<file path="config.mk">
export PLATFORM = sky130hd
export DESIGN_NAME = mem_port_arbiter
export DESIGN_NICKNAME = d
export VERILOG_FILES = /design/src/rtl/mem_arb_pkg.sv /design/src/rtl/mem_arb_starve_cnt.sv /design/src/rtl/mem_port_arbiter.sv
export SDC_FILE = /design/constraint.sdc
export NUM_CORES = 1
export LEC_CHECK = 0
export ABC_AREA = 1
export CAP_MARGIN = 20
export CORE_AREA = 2 2 84 86
export CTS_CLUSTER_SIZE = 30
export DETAILED_ROUTE_END_ITERATION = 16
export DIE_AREA = 0 0 86 88
export DONT_BUFFER_PORTS = 1
export GPL_TIMING_DRIVEN = 1
export PLACE_DENSITY_LB_ADDON = 0.08
export REMOVE_ABC_BUFFERS = 1
export SLEW_MARGIN = 20
export SYNTH_ARGS = -nofsm -noshare
export SYNTH_HDL_FRONTEND = slang
export SYNTH_HIERARCHICAL = 1
export SYNTH_SLANG_ARGS = --single-unit
</file>
<file path="constraint.sdc">
create_clock -name CLK -period 2.75 [get_ports CLK]
set_input_delay 0 -clock CLK [delete_from_list [all_inputs] [get_ports CLK]]
set_output_delay 0 -clock CLK [all_outputs]
set_load 0.1 [all_outputs]
</file>
<file path="src/rtl/mem_arb_pkg.sv">
// Shared types and parameter limits for the unified-memory port arbiter.
package mem_arb_pkg;

  typedef enum logic {
    IDLE    = 1'b0,
    RD_WAIT = 1'b1
  } arb_state_e;

  typedef enum logic {
    OWN_I = 1'b0,
    OWN_D = 1'b1
  } owner_e;

  localparam int RD_LAT_MIN     = 1;
  localparam int RD_LAT_MAX     = 4;
  localparam int STARVE_MAX_MIN = 1;
  localparam int STARVE_MAX_LIM = 15;

  // Latency counter holds RD_LAT-1; starvation counter reaches STARVE_MAX.
  localparam int LAT_CNT_W    = $clog2(RD_LAT_MAX);
  localparam int STARVE_CNT_W = $clog2(STARVE_MAX_LIM + 1);

endpackage

</file>
<file path="src/rtl/mem_arb_starve_cnt.sv">
// Saturating count of consecutive arbitrations fetch lost to data;
// force_i tells the arbiter to hand the next grantable cycle to fetch.
module mem_arb_starve_cnt
  import mem_arb_pkg::*;
#(
  parameter int STARVE_MAX = 4
) (
  input  logic clk,
  input  logic rst_n,
  input  logic i_req,
  input  logic i_gnt,
  input  logic d_gnt,
  output logic force_i
);

  localparam logic [STARVE_CNT_W-1:0] LIMIT = STARVE_CNT_W'(STARVE_MAX);

  logic [STARVE_CNT_W-1:0] count;

  // NOTE: flops use non-blocking assignments so every register samples pre-edge values.
  always_ff @(posedge clk or negedge rst_n) begin
    if (!rst_n) begin
      count <= '0;
    end else if (!i_req || i_gnt) begin
      count <= '0;
    end else if (d_gnt && (count != LIMIT)) begin
      count <= count + 1'b1;
    end
  end

  assign force_i = (count == LIMIT);

endmodule

</file>
<file path="src/rtl/mem_port_arbiter.sv">
// Shares one single-ported memory between instruction fetch and load/store:
// data wins by default, fetch is forced through after STARVE_MAX losses.
module mem_port_arbiter
  import mem_arb_pkg::*;
#(
  parameter int ADDR_W     = 12,
  parameter int DATA_W     = 32,
  parameter int RD_LAT     = 1,
  parameter int STARVE_MAX = 4
) (
  input  logic                CLK,
  input  logic                RSTn,
  input  logic                I_REQ,
  input  logic [ADDR_W-1:0]   I_ADDR,
  output logic                I_GNT,
  output logic                I_RVALID,
  output logic [DATA_W-1:0]   I_RDATA,
  input  logic                D_REQ,
  input  logic                D_WE,
  input  logic [ADDR_W-1:0]   D_ADDR,
  input  logic [DATA_W/8-1:0] D_BE,
  input  logic [DATA_W-1:0]   D_WDATA,
  output logic                D_GNT,
  output logic                D_RVALID,
  output logic [DATA_W-1:0]   D_RDATA,
  output logic                M_CSN,
  output logic                M_WEN,
  output logic [DATA_W/8-1:0] M_BE,
  output logic [ADDR_W-1:0]   M_ADDR,
  output logic [DATA_W-1:0]   M_WDATA,
  input  logic [DATA_W-1:0]   M_RDATA,
  output logic                BUSY
);

  arb_state_e             state, state_nxt;
  logic [LAT_CNT_W-1:0]   lat_cnt, lat_cnt_nxt;
  owner_e                 rd_owner, rd_owner_nxt;
  logic                   ret_valid, ret_valid_nxt;

  logic grantable;
  logic force_i;
  logic i_win;
  logic d_win;
  logic rd_grant;

  assign grantable = (state == IDLE);
  assign d_win     = grantable && D_REQ && !(force_i && I_REQ);
  assign i_win     = grantable && I_REQ && !d_win;
  assign rd_grant  = i_win || (d_win && !D_WE);

  mem_arb_starve_cnt #(
    .STARVE_MAX(STARVE_MAX)
  ) u_starve (
    .clk    (CLK),
    .rst_n  (RSTn),
    .i_req  (I_REQ),
    .i_gnt  (i_win),
    .d_gnt  (d_win),
    .force_i(force_i)
  );

  always_ff @(posedge CLK or negedge RSTn) begin
    if (!RSTn) begin
      state     <= IDLE;
      lat_cnt   <= '0;
      rd_owner  <= OWN_I;
      ret_valid <= 1'b0;
    end else begin
      state     <= state_nxt;
      lat_cnt   <= lat_cnt_nxt;
      rd_owner  <= rd_owner_nxt;
      ret_valid <= ret_valid_nxt;
    end
  end

  // ret_valid marks the cycle the memory presents data; with RD_LAT=1 it
  // follows the grant directly and the FSM never leaves IDLE.
  // NOTE: every always_comb output gets a default first; a missed branch would otherwise infer a latch.
  always_comb begin
    state_nxt     = state;
    lat_cnt_nxt   = lat_cnt;
    rd_owner_nxt  = rd_owner;
    ret_valid_nxt = 1'b0;
    case (state)
      IDLE: begin
        if (rd_grant) begin
          rd_owner_nxt = i_win ? OWN_I : OWN_D;
          if (RD_LAT == 1) begin
            ret_valid_nxt = 1'b1;
          end else begin
            state_nxt   = RD_WAIT;
            lat_cnt_nxt = LAT_CNT_W'(RD_LAT - 1);
          end
        end
      end
      RD_WAIT: begin
        if (lat_cnt == LAT_CNT_W'(1)) begin
          state_nxt     = IDLE;
          ret_valid_nxt = 1'b1;
        end else begin
          lat_cnt_nxt = lat_cnt - 1'b1;
        end
      end
      default: state_nxt = IDLE;
    endcase
  end

  always_comb begin
    M_CSN   = 1'b1;
    M_WEN   = 1'b1;
    M_BE    = '0;
    M_ADDR  = '0;
    M_WDATA = '0;
    if (d_win) begin
      M_CSN   = 1'b0;
      M_WEN   = !D_WE;
      M_BE    = D_WE ? D_BE : '1;
      M_ADDR  = D_ADDR;
      M_WDATA = D_WDATA;
    end else if (i_win) begin
      M_CSN  = 1'b0;
      M_BE   = '1;
      M_ADDR = I_ADDR;
    end
  end

  assign I_GNT    = i_win;
  assign D_GNT    = d_win;
  assign I_RVALID = ret_valid && (rd_owner == OWN_I);
  assign D_RVALID = ret_valid && (rd_owner == OWN_D);
  assign I_RDATA  = I_RVALID ? M_RDATA : '0;
  assign D_RDATA  = D_RVALID ? M_RDATA : '0;
  assign BUSY     = (state == RD_WAIT);

endmodule

</file>
# After elaboration in Yosys (flattened, before gate mapping)
# Index checks and enable logic that the tools add are counted.
# classes
eq_ne	4
bitwise	2
muxes	20
n_reduce_logical	18
addsub	2
# op_table
cell	n
$mux 32	3
$mux 12	2
$mux 4	5
$logic_and 1x1->1	9
$mux 1	6
$add 4x1->4 const B	1
$eq 4x3->1 const B	1
$logic_not 1->1	4
$mux 2	2
$ne 4x3->1 const B	1
$pmux 1 s2	2
$reduce_and 2->1	2
$eq 2x1->1 const B	1
$logic_or 1x1->1	2
$ne 2x2->1 const B	1
$not 1->1	2
$reduce_bool 2->1	1
$sub 2x1->2 const B	1
# word_totals
regBits	9
inputBits	97
word_cells	51
out_inout_bits	119

# Longest topological paths before layout
# Gate-level depths: netlist of run 1.
# depth
word_depth	9
depth_mapped	13
ltp_nobuf	12

# Modules after synthesis
# The synthesis of run 1 kept the hierarchy.
# modules_own_cells
mod	instances	cells_per_inst	area_per_inst_um2
mem_port_arbiter	1	250	1387.6
mem_arb_starve_cnt	1	33	255.2

# Worst setup path before layout of run 1
# Ideal clock, no wire load.
# synth_path
kind	reg-to-output
startpoint	reg state, in the netlist BUSY
endpoint	out M_BE[0]
slack_ns	-0.637
path_stages_with_launch	5
arrival_time_ns	3.387
path_cell_list	dfrtp_1 > nor2_4 > nand2_2 > buf_6 > o21ai_0
# synth_via
elab_chain_cells	7
# synth_lines
element	line	rtl
start: declaration	mem_port_arbiter.sv:35	arb_state_e state, state_nxt;
start signal: assignment	mem_port_arbiter.sv:69	state <= state_nxt;
$not 1->1 (no source line) *	n/a	
$logic_and 1x1->1 (2 in a row)	mem_port_arbiter.sv:47	assign d_win = grantable && D_REQ && !(force_i && I_REQ);
$logic_not 1->1	mem_port_arbiter.sv:48	assign i_win = grantable && I_REQ && !d_win;
$logic_and 1x1->1	mem_port_arbiter.sv:48	
$mux 4	mem_port_arbiter.sv:120	end else if (i_win) begin
$mux 4 *	mem_port_arbiter.sv:114	if (d_win) begin
end: declaration	mem_port_arbiter.sv:28	output logic [DATA_W/8-1:0] M_BE,
# Every way passes the cells marked *; elsewhere a longest branch is shown, timed or not.

# Worst setup path after layout of run 1
# layout_path
startpoint	reg u_starve.count[0]
endpoint	out M_BE[3]
# layout_via
elab_chain_cells	8
# layout_lines
element	line	rtl
start: declaration	mem_arb_starve_cnt.sv:18	logic [STARVE_CNT_W-1:0] count;
start signal: assignment	mem_arb_starve_cnt.sv:27	count <= count + 1'b1;
$eq 4x3->1 *	mem_arb_starve_cnt.sv:31	assign force_i = (count == LIMIT);
net force_i	mem_port_arbiter.sv:41	logic force_i;
$logic_and 1x1->1 *	mem_port_arbiter.sv:47	
$logic_not 1->1 *	mem_port_arbiter.sv:47	
$logic_and 1x1->1 *	mem_port_arbiter.sv:47	
$logic_not 1->1	mem_port_arbiter.sv:48	
$logic_and 1x1->1	mem_port_arbiter.sv:48	
$mux 4	mem_port_arbiter.sv:120	
$mux 4 *	mem_port_arbiter.sv:114	
# The timed path passes the listed nets; every way through them passes the cells marked *.

==> impl_metrics.py, run 1 <==
metrics = {
    "run_status": {
        "outcome": "completed",
    },
    "synth": {
        "syn-cell-area_sq_um": 1643,
        "ys_seq_elements": 9,
        "synthFlopType": "dfrtp_1",
        "synth_edf_count": 0,
        "yosys.area.top_type": "nor2_4",
        "synth_commonest_cells": "inv_1 (79), nor2_1 (71), nand2_1 (49)",
        "async_flop_share_pct": 100.0,
        "avgSynthCellArea_sq_um": 5.805,
        "synth_cell_types": 24,
        "yosys_warnings": 6,
        "yosys-top-cells-area": "nor2_4 (21%), inv_1 (18%), nor2_1 (16%), dfrtp_1 (14%), nand2_1 (11%)",
        "synth_cells": 283,
        "seq_area_frac_synth_pct": 13.71,
        "yosysMostFrequentCell": "inv_1",
        "synth_top_area_share_pct": 21.25,
    },
    "timing": {
        "fin_setup_tns_ns": 0,
        "hold_viol": 0,
        "timing.final.crit_share_pct": 83.78,
        "grt_setup_unrepaired": "no",
        "clock_skew_ns": 0.0008772,
        "slew_viol_final": 0,
        "setup_violations": 0,
        "fmax_mhz": 434.0,
        "slew_headroom_pct": 36.26,
        "timing.final.crit_period_ns": 2.304,
        "worst_pin_slew_ns": 0.9527,
        "setup_slack_ns": 0.4460,
    },
    "floorplan": {
        "num_io_pins": 216,
        "chipWidth_microns": 86,
        "std_cell_rows": 30,
        "die_y_microns": 88,
        "start_util_pct": 24.73,
        "core_area_sq_um": 6644,
        "die_area_sq_um": 7568,
    },
    "final_layout": {
        "nNetsFinal": 497,
        "final_cell_area_sq_um": 3008,
        "fill_cells": 676,
        "diodes": 0,
        "syn2layout_area_growth_pct": 83.09,
        "drive_gt1_share_pct": 59.60,
        "final_cells": 476,
    },
    "clocking": {
        "cts.sinks": 9,
        "cts_buffers": 3,
        "clock-root-buffer": "clkbuf_8",
        "cts_tree": "yes",
        "clock_latency_ns": 0.23,
        "htreeDepth": 1,
        "clk_path_buf_depth": 2,
        "clkTransAtPathRegs_ns": 0.04,
    },
    "detailed_routing": {
        "totalWireLength_microns": 6173,
        "wire_per_inst_microns": 12.97,
        "dr.pass1.iters": 4,
        "drtIter0Drc": 31,
        "vias_per_cell": 4.134,
        "via_count": 1968,
        "ant_nets": 0,
        "drc_errors": 0,
    },
    "place": {
        "gp_congestion": 0.8686,
        "dpl_cell_area_sq_um": 2953,
        "pre_cts_slack_ns": 0.6712,
        "dp_hpwl_microns": 5573,
        "dpl.cell_count": 471,
        "portBuffers": 0,
    },
    "setup_path": {
        "crit_start": "u_starve/count[0]",
        "cp.arrival_ns": 2.30,
        "crit_path_frequent_cell": "nand2_1",
        "crit_fanout": 15,
        "cp-end-kind": "output pin",
        "cp.required_ns": 2.75,
        "r2r_start": "u_starve/count[0]",
        "critPathCapture": "M_BE[3]",
        "crit_cells": 9,
        "path_cells": "inv_1, ha_1, nand2_1, nor2_2, nand2_1, nand2_4, nand2_1, o21ai_2, buf_12",
        "r2r_cells": 11,
        "crit_path_start_kind": "flip-flop",
        "reg2reg_setup_slack_ns": 0.67,
        "critPathBufInv": 2,
        "reg2reg_to": "u_starve/count[1]",
        "slowest_delay_ns": 0.40,
        "critPathKind": "reg -> out",
        "crit_family": "simple AND/OR/NAND/NOR gates",
        "cpMaxStageDelayCell": "dfrtp_1",
    },
    "grt": {
        "antenna_found_initial": 0,
        "grt_max_degree": 34,
        "grt_pass1_vias": 1809,
        "grtUsageTotal_pct": 14.37,
        "grt-ovfl-total": 0,
        "grt_pass1_wl_microns": 8604,
    },
    "pwr": {
        "p_leak_nw": 1.701,
        "power.density_nw_per_um2": 506.2,
        "vdd_ir_drop_max_mv": 0.1635,
    },
    "hold_path": {
        "hold_depth": 4,
        "holdCritPathClass": "in -> reg",
    },
    "flow_run": {
        "maxCapViolations": 0,
    },
}
==> layout by cell type (no fill, tap or decap), drive strengths merged, types with 2 or more instances in the layout <==
cell type / instances
o21ai: 7
buf: 120
clkbuf: 4
ha: 3
nand4: 2
a21oi: 2
nand3: 6
dfrtp: 9
inv: 80
nor2: 105
nand2: 53
==> worst register-to-register path, stage by stage, from the launching register on <==
cell,delay [ns]
dfrtp_1,0.38
inv_1,0.09
ha_1,0.22
nand2_1,0.08
nor2_2,0.05
nand2_1,0.19
nand2_4,0.26
inv_2,0.29
inv_1,0.08
nor2_2,0.19
nand3_1,0.09
o21ai_1,0.08
==> cells by family (layout without fill, tap and decap cells) <==
group | after synthesis | in the layout | share of synthesized area, %
flip-flops | 9 | 9 | 13.71
AO/OA/AOI/OAI | 10 | 10 | 3.427
AND/OR/NAND/NOR | 166 | 166 | 53.92
buffers and inverters | 93 | 206 | 25.59
XOR/XNOR | 2 | 2 | 1.066
adder cells (fa/ha/maj) | 3 | 3 | 2.285
==> per-layer routing <==
metal | track usage [%] | share of wire (%) | vias up
met3 | 3.393 | 11 | 2
li1 | - | - | 1007
met2 | 28.61 | 56 | 127
met5 | 0 | 0 | -
met1 | 15.38 | 33 | 832
met4 | 2.597 | 0.44 | 0
==> per-stage QoR <==
step	hold slack [ns]	utilization, %	power [mW]
after global routing	0.06103	45.27	1.574
after global placement	-0.2952	44.44	1.376
after CTS	0.03567	45.27	1.534
final	0.04534	45.27	1.523
after floorplan	-0.2956	-	1.072
after detailed placement	-0.2952	44.44	1.378
==> layout make-up <==
type	instances	area, sq um	area share, %
multi-input combinational	181	1197	39.81
timing repair buffer	121	1136	37.77
inverter	81	304.0	10.11
sequential	9	225.2	7.488
tap	80	100.1	3.328
clock buffer	4	45.04	1.498
==> where the power goes <==
part | switching, mW | leakage (nW) | total, mW | internal [mW]
Sequential | 0.00399 | 0.121 | 0.142 | 0.138
Clock | 0.0495 | 0.0228 | 0.150 | 0.101
Combinational | 0.983 | 1.56 | 1.23 | 0.247
Total | 1.04 | 1.70 | 1.52 | 0.486
==> worst min-delay path by stage <==
| stage | start | end | slack (ns) |
|---|---|---|---|
| after detailed placement | RSTn | lat_cnt[0] | -0.30 |
| after CTS | I_REQ | u_starve/count[2] | 0.04 |
| after global placement | RSTn | lat_cnt[1] | -0.30 |
| after global routing | I_REQ | u_starve/count[1] | 0.06 |
| after floorplan | RSTn | BUSY | -0.30 |
| final | I_REQ | u_starve/count[2] | 0.05 |
==> repair_timing <==
action / 4_1_cts / 5_1_grt
hold buffers: 1 / 0
resized for setup: 0 / 0
hold endpoints to repair: 9 / 0
buffers inserted: 0 / 0
setup endpoints to repair: 0 / 0
==> sequential cells by signal, indices dropped and copies added, names as in the netlist <==
| name | flops |
|---|---|
| u_starve/count | 4 |
| ret_valid | 1 |
| rd_owner | 1 |
| lat_cnt | 2 |
| BUSY | 1 |
Power figures use the tool's default switching activity.
==> inputs of run 2 (changes only) <==
==> constraint.sdc (replaced) <==
create_clock -name CLK -period 2.1 [get_ports CLK]
set_input_delay 0 -clock CLK [delete_from_list [all_inputs] [get_ports CLK]]
set_output_delay 0 -clock CLK [all_outputs]
set_load 0.1 [all_outputs]
==> run 2 against run 1 <==
Compared with the run above:
- power grew 39%
- global-route usage grew 1.4 points
- first-iteration DRC count shrank 52%
- sequential share of layout area shrank 1.0 points
- worst setup slack lost 0.31 ns
- clock skew grew 0.0040 ns
- die area is the same
- clock power grew 35%
- clock-buffer cell count is the same
- register-to-register slack lost 0.44 ns
- non-clock buffer count grew 4
- final cell count grew 0.84%
- critical path type unchanged
- critical endpoint is now M_ADDR[8]
- largest power group unchanged
==> impl_metrics.py, run 2 (synthesized netlist as in run 1, its figures left out) <==
metrics = {
    "detailed_routing": {
        "drc_errors": 0,
        "dr.pass1.iters": 4,
        "via_count": 1972,
        "totalWireLength_microns": 6664,
        "drtIter0Drc": 15,
        "vias_per_cell": 4.108,
        "wire_per_inst_microns": 13.88,
        "ant_nets": 0,
    },
    "final_layout": {
        "drive_gt1_share_pct": 60.25,
        "final_cell_mix": "inv_1 (79), buf_4 (71), nor2_2 (69)",
        "nNetsFinal": 501,
        "utilization_pct": 52.54,
        "reg.largest.list": "u_starve/count (4), lat_cnt (2)",
        "regMostFlops": "u_starve/count",
        "diodes": 0,
        "syn2layout_area_growth_pct": 112.5,
        "final_cells": 480,
        "largest_reg_flops": 4,
        "layout_commonest_cell": "inv_1",
        "fill_cells": 617,
    },
    "setup_path": {
        "critPathBufInv": 3,
        "slowest_delay_ns": 0.40,
        "crit_start": "u_starve/count[0]",
        "crit_path_frequent_cell": "nand2_1",
        "r2r_start": "u_starve/count[0]",
        "crit_path_start_kind": "flip-flop",
        "cpMaxStageDelayCell": "dfrtp_1",
        "crit_family": "simple AND/OR/NAND/NOR gates",
        "critPathKind": "reg -> out",
        "path_cells": "inv_1, ha_1, nand2_1, nor2_4, nand2_2, a21oi_4, buf_8, nand2_1, nand2_1, buf_12",
        "cp.required_ns": 2.10,
        "cp-end-kind": "output pin",
        "crit_fanout": 14,
        "cp.arrival_ns": 1.96,
    },
    "floorplan": {
        "start_util_pct": 24.73,
        "chipWidth_microns": 86,
        "std_cell_rows": 30,
        "core_area_sq_um": 6644,
        "die_area_sq_um": 7568,
        "die_y_microns": 88,
        "num_io_pins": 216,
    },
    "timing": {
        "clock_skew_ns": 0.004834,
        "worst_pin_slew_ns": 0.5482,
        "slew_headroom_pct": 63.33,
        "fmax_mhz": 509.9,
        "setup_violations": 0,
        "grt_setup_unrepaired": "no",
        "timing.final.crit_period_ns": 1.961,
        "timing.final.crit_share_pct": 93.40,
        "hold_viol": 0,
        "slew_viol_final": 0,
    },
    "clocking": {
        "htreeDepth": 1,
        "cts_setup_buffers": 0,
        "cts_tree": "yes",
        "cts_buffers": 3,
        "clk_path_buf_depth": 2,
        "clock_latency_ns": 0.23,
        "clock-root-buffer": "clkbuf_8",
        "cts.sinks": 9,
        "clkTransAtPathRegs_ns": 0.05,
    },
    "pwr": {
        "power.density_nw_per_um2": 607.6,
        "p_int_mw": 0.7346,
        "p_clk_share_pct": 9.5,
        "p_sw_mw": 1.386,
        "vdd_ir_drop_max_mv": 0.2895,
        "p_leak_nw": 1.854,
        "comb_power_share_pct": 81.8,
        "seq_power_share_pct": 8.7,
        "swShare_pct": 65.37,
    },
    "grt": {
        "grt_max_degree": 37,
        "grt_pass1_wl_microns": 9377,
        "grt-ovfl-total": 0,
        "grtUsageTotal_pct": 15.72,
        "antenna_found_initial": 0,
        "grt_pass1_vias": 1903,
    },
    "place": {
        "gp_congestion": 0.8358,
        "portBuffers": 0,
        "dpl.cell_count": 474,
        "dp_hpwl_microns": 5990,
    },
    "hold_path": {
        "holdCritPathClass": "in -> reg",
        "hold_start": "I_REQ",
    },
    "run_status": {
        "outcome": "completed",
    },
    "flow_run": {
        "maxCapViolations": 0,
    },
}
-- run 2: power by group through the flow --
stage | clock network (mW) | logic, mW | registers, mW
finish | 0.202 | 1.73 | 0.186
global route | 0.222 | 1.79 | 0.186
CTS | 0.207 | 1.73 | 0.185
detailed placement | 0 | 1.73 | 0.188
global placement | 0 | 1.72 | 0.188
floorplan | 0 | 1.22 | 0.186
-- run 2: worst min-delay path: cells and delay by family --
kind	cells	cell delay (ns)
simple gates	2	0.13
buf+inv	1	0.04
compound gates	1	0.06
-- run 2: area by class of cell --
type                            instances  area (sq um)  share of cell area (%)
Clock buffer                            4         45.04                   1.290
Inverter                               81         304.0                   8.710
Multi-Input combinational cell        181          1205                   34.52
Sequential cell                         9         225.2                   6.452
Tap cell                               80         100.1                   2.867
Timing Repair Buffer                  125          1612                   46.16
-- run 2: repair_timing --
| action | 4_1_cts | 5_1_grt |
|---|---|---|
| endpoints found under the hold margin | 9 | 0 |
| gates resized for setup | 0 | 5 |
| hold buffers | 1 | 0 |
| setup endpoints to repair | 0 | 49 |
-- run 2: metal layers --
metal / share of wire (%) / global-route usage (%) / vias to the layer above
met4: 0.57 / 2.597 / 0
li1: - / - / 1016
met5: 0 / 0 / -
met2: 58 / 32.77 / 125
met3: 11 / 4.524 / 5
met1: 30 / 15.28 / 826
-- run 2: worst paths after layout --
kind	endpoint	slack [ns]	depth (start not counted)
worst max-delay path	M_ADDR[8]	0.14	10
worst min-delay path	u_starve/count[0]	0.04	4
worst max register to register	u_starve/count[1]	0.23	11
worst min register to register	lat_cnt[0]	0.48	1
max in group asynchronous	BUSY	1.69	1
min in group asynchronous	u_starve/count[0]	0.13	1
-- run 2: stage by stage --
step | setup TNS, ns | hold slack, ns | instance area [sq um] | total power [mW] | setup WS [ns]
2_1_floorplan | -62.79 | -0.2956 | 1526 | 1.404 | -2.229
3_3_place_gp | 0 | -0.2953 | 3388 | 1.912 | 0.3112
3_5_place_dp | 0 | -0.2953 | 3388 | 1.916 | 0.2693
4_1_cts | 0 | 0.04153 | 3443 | 2.126 | 0.007558
5_1_grt | 0 | 0.06675 | 3491 | 2.193 | 0.008435
6_report | 0 | 0.04234 | 3491 | 2.121 | 0.1387
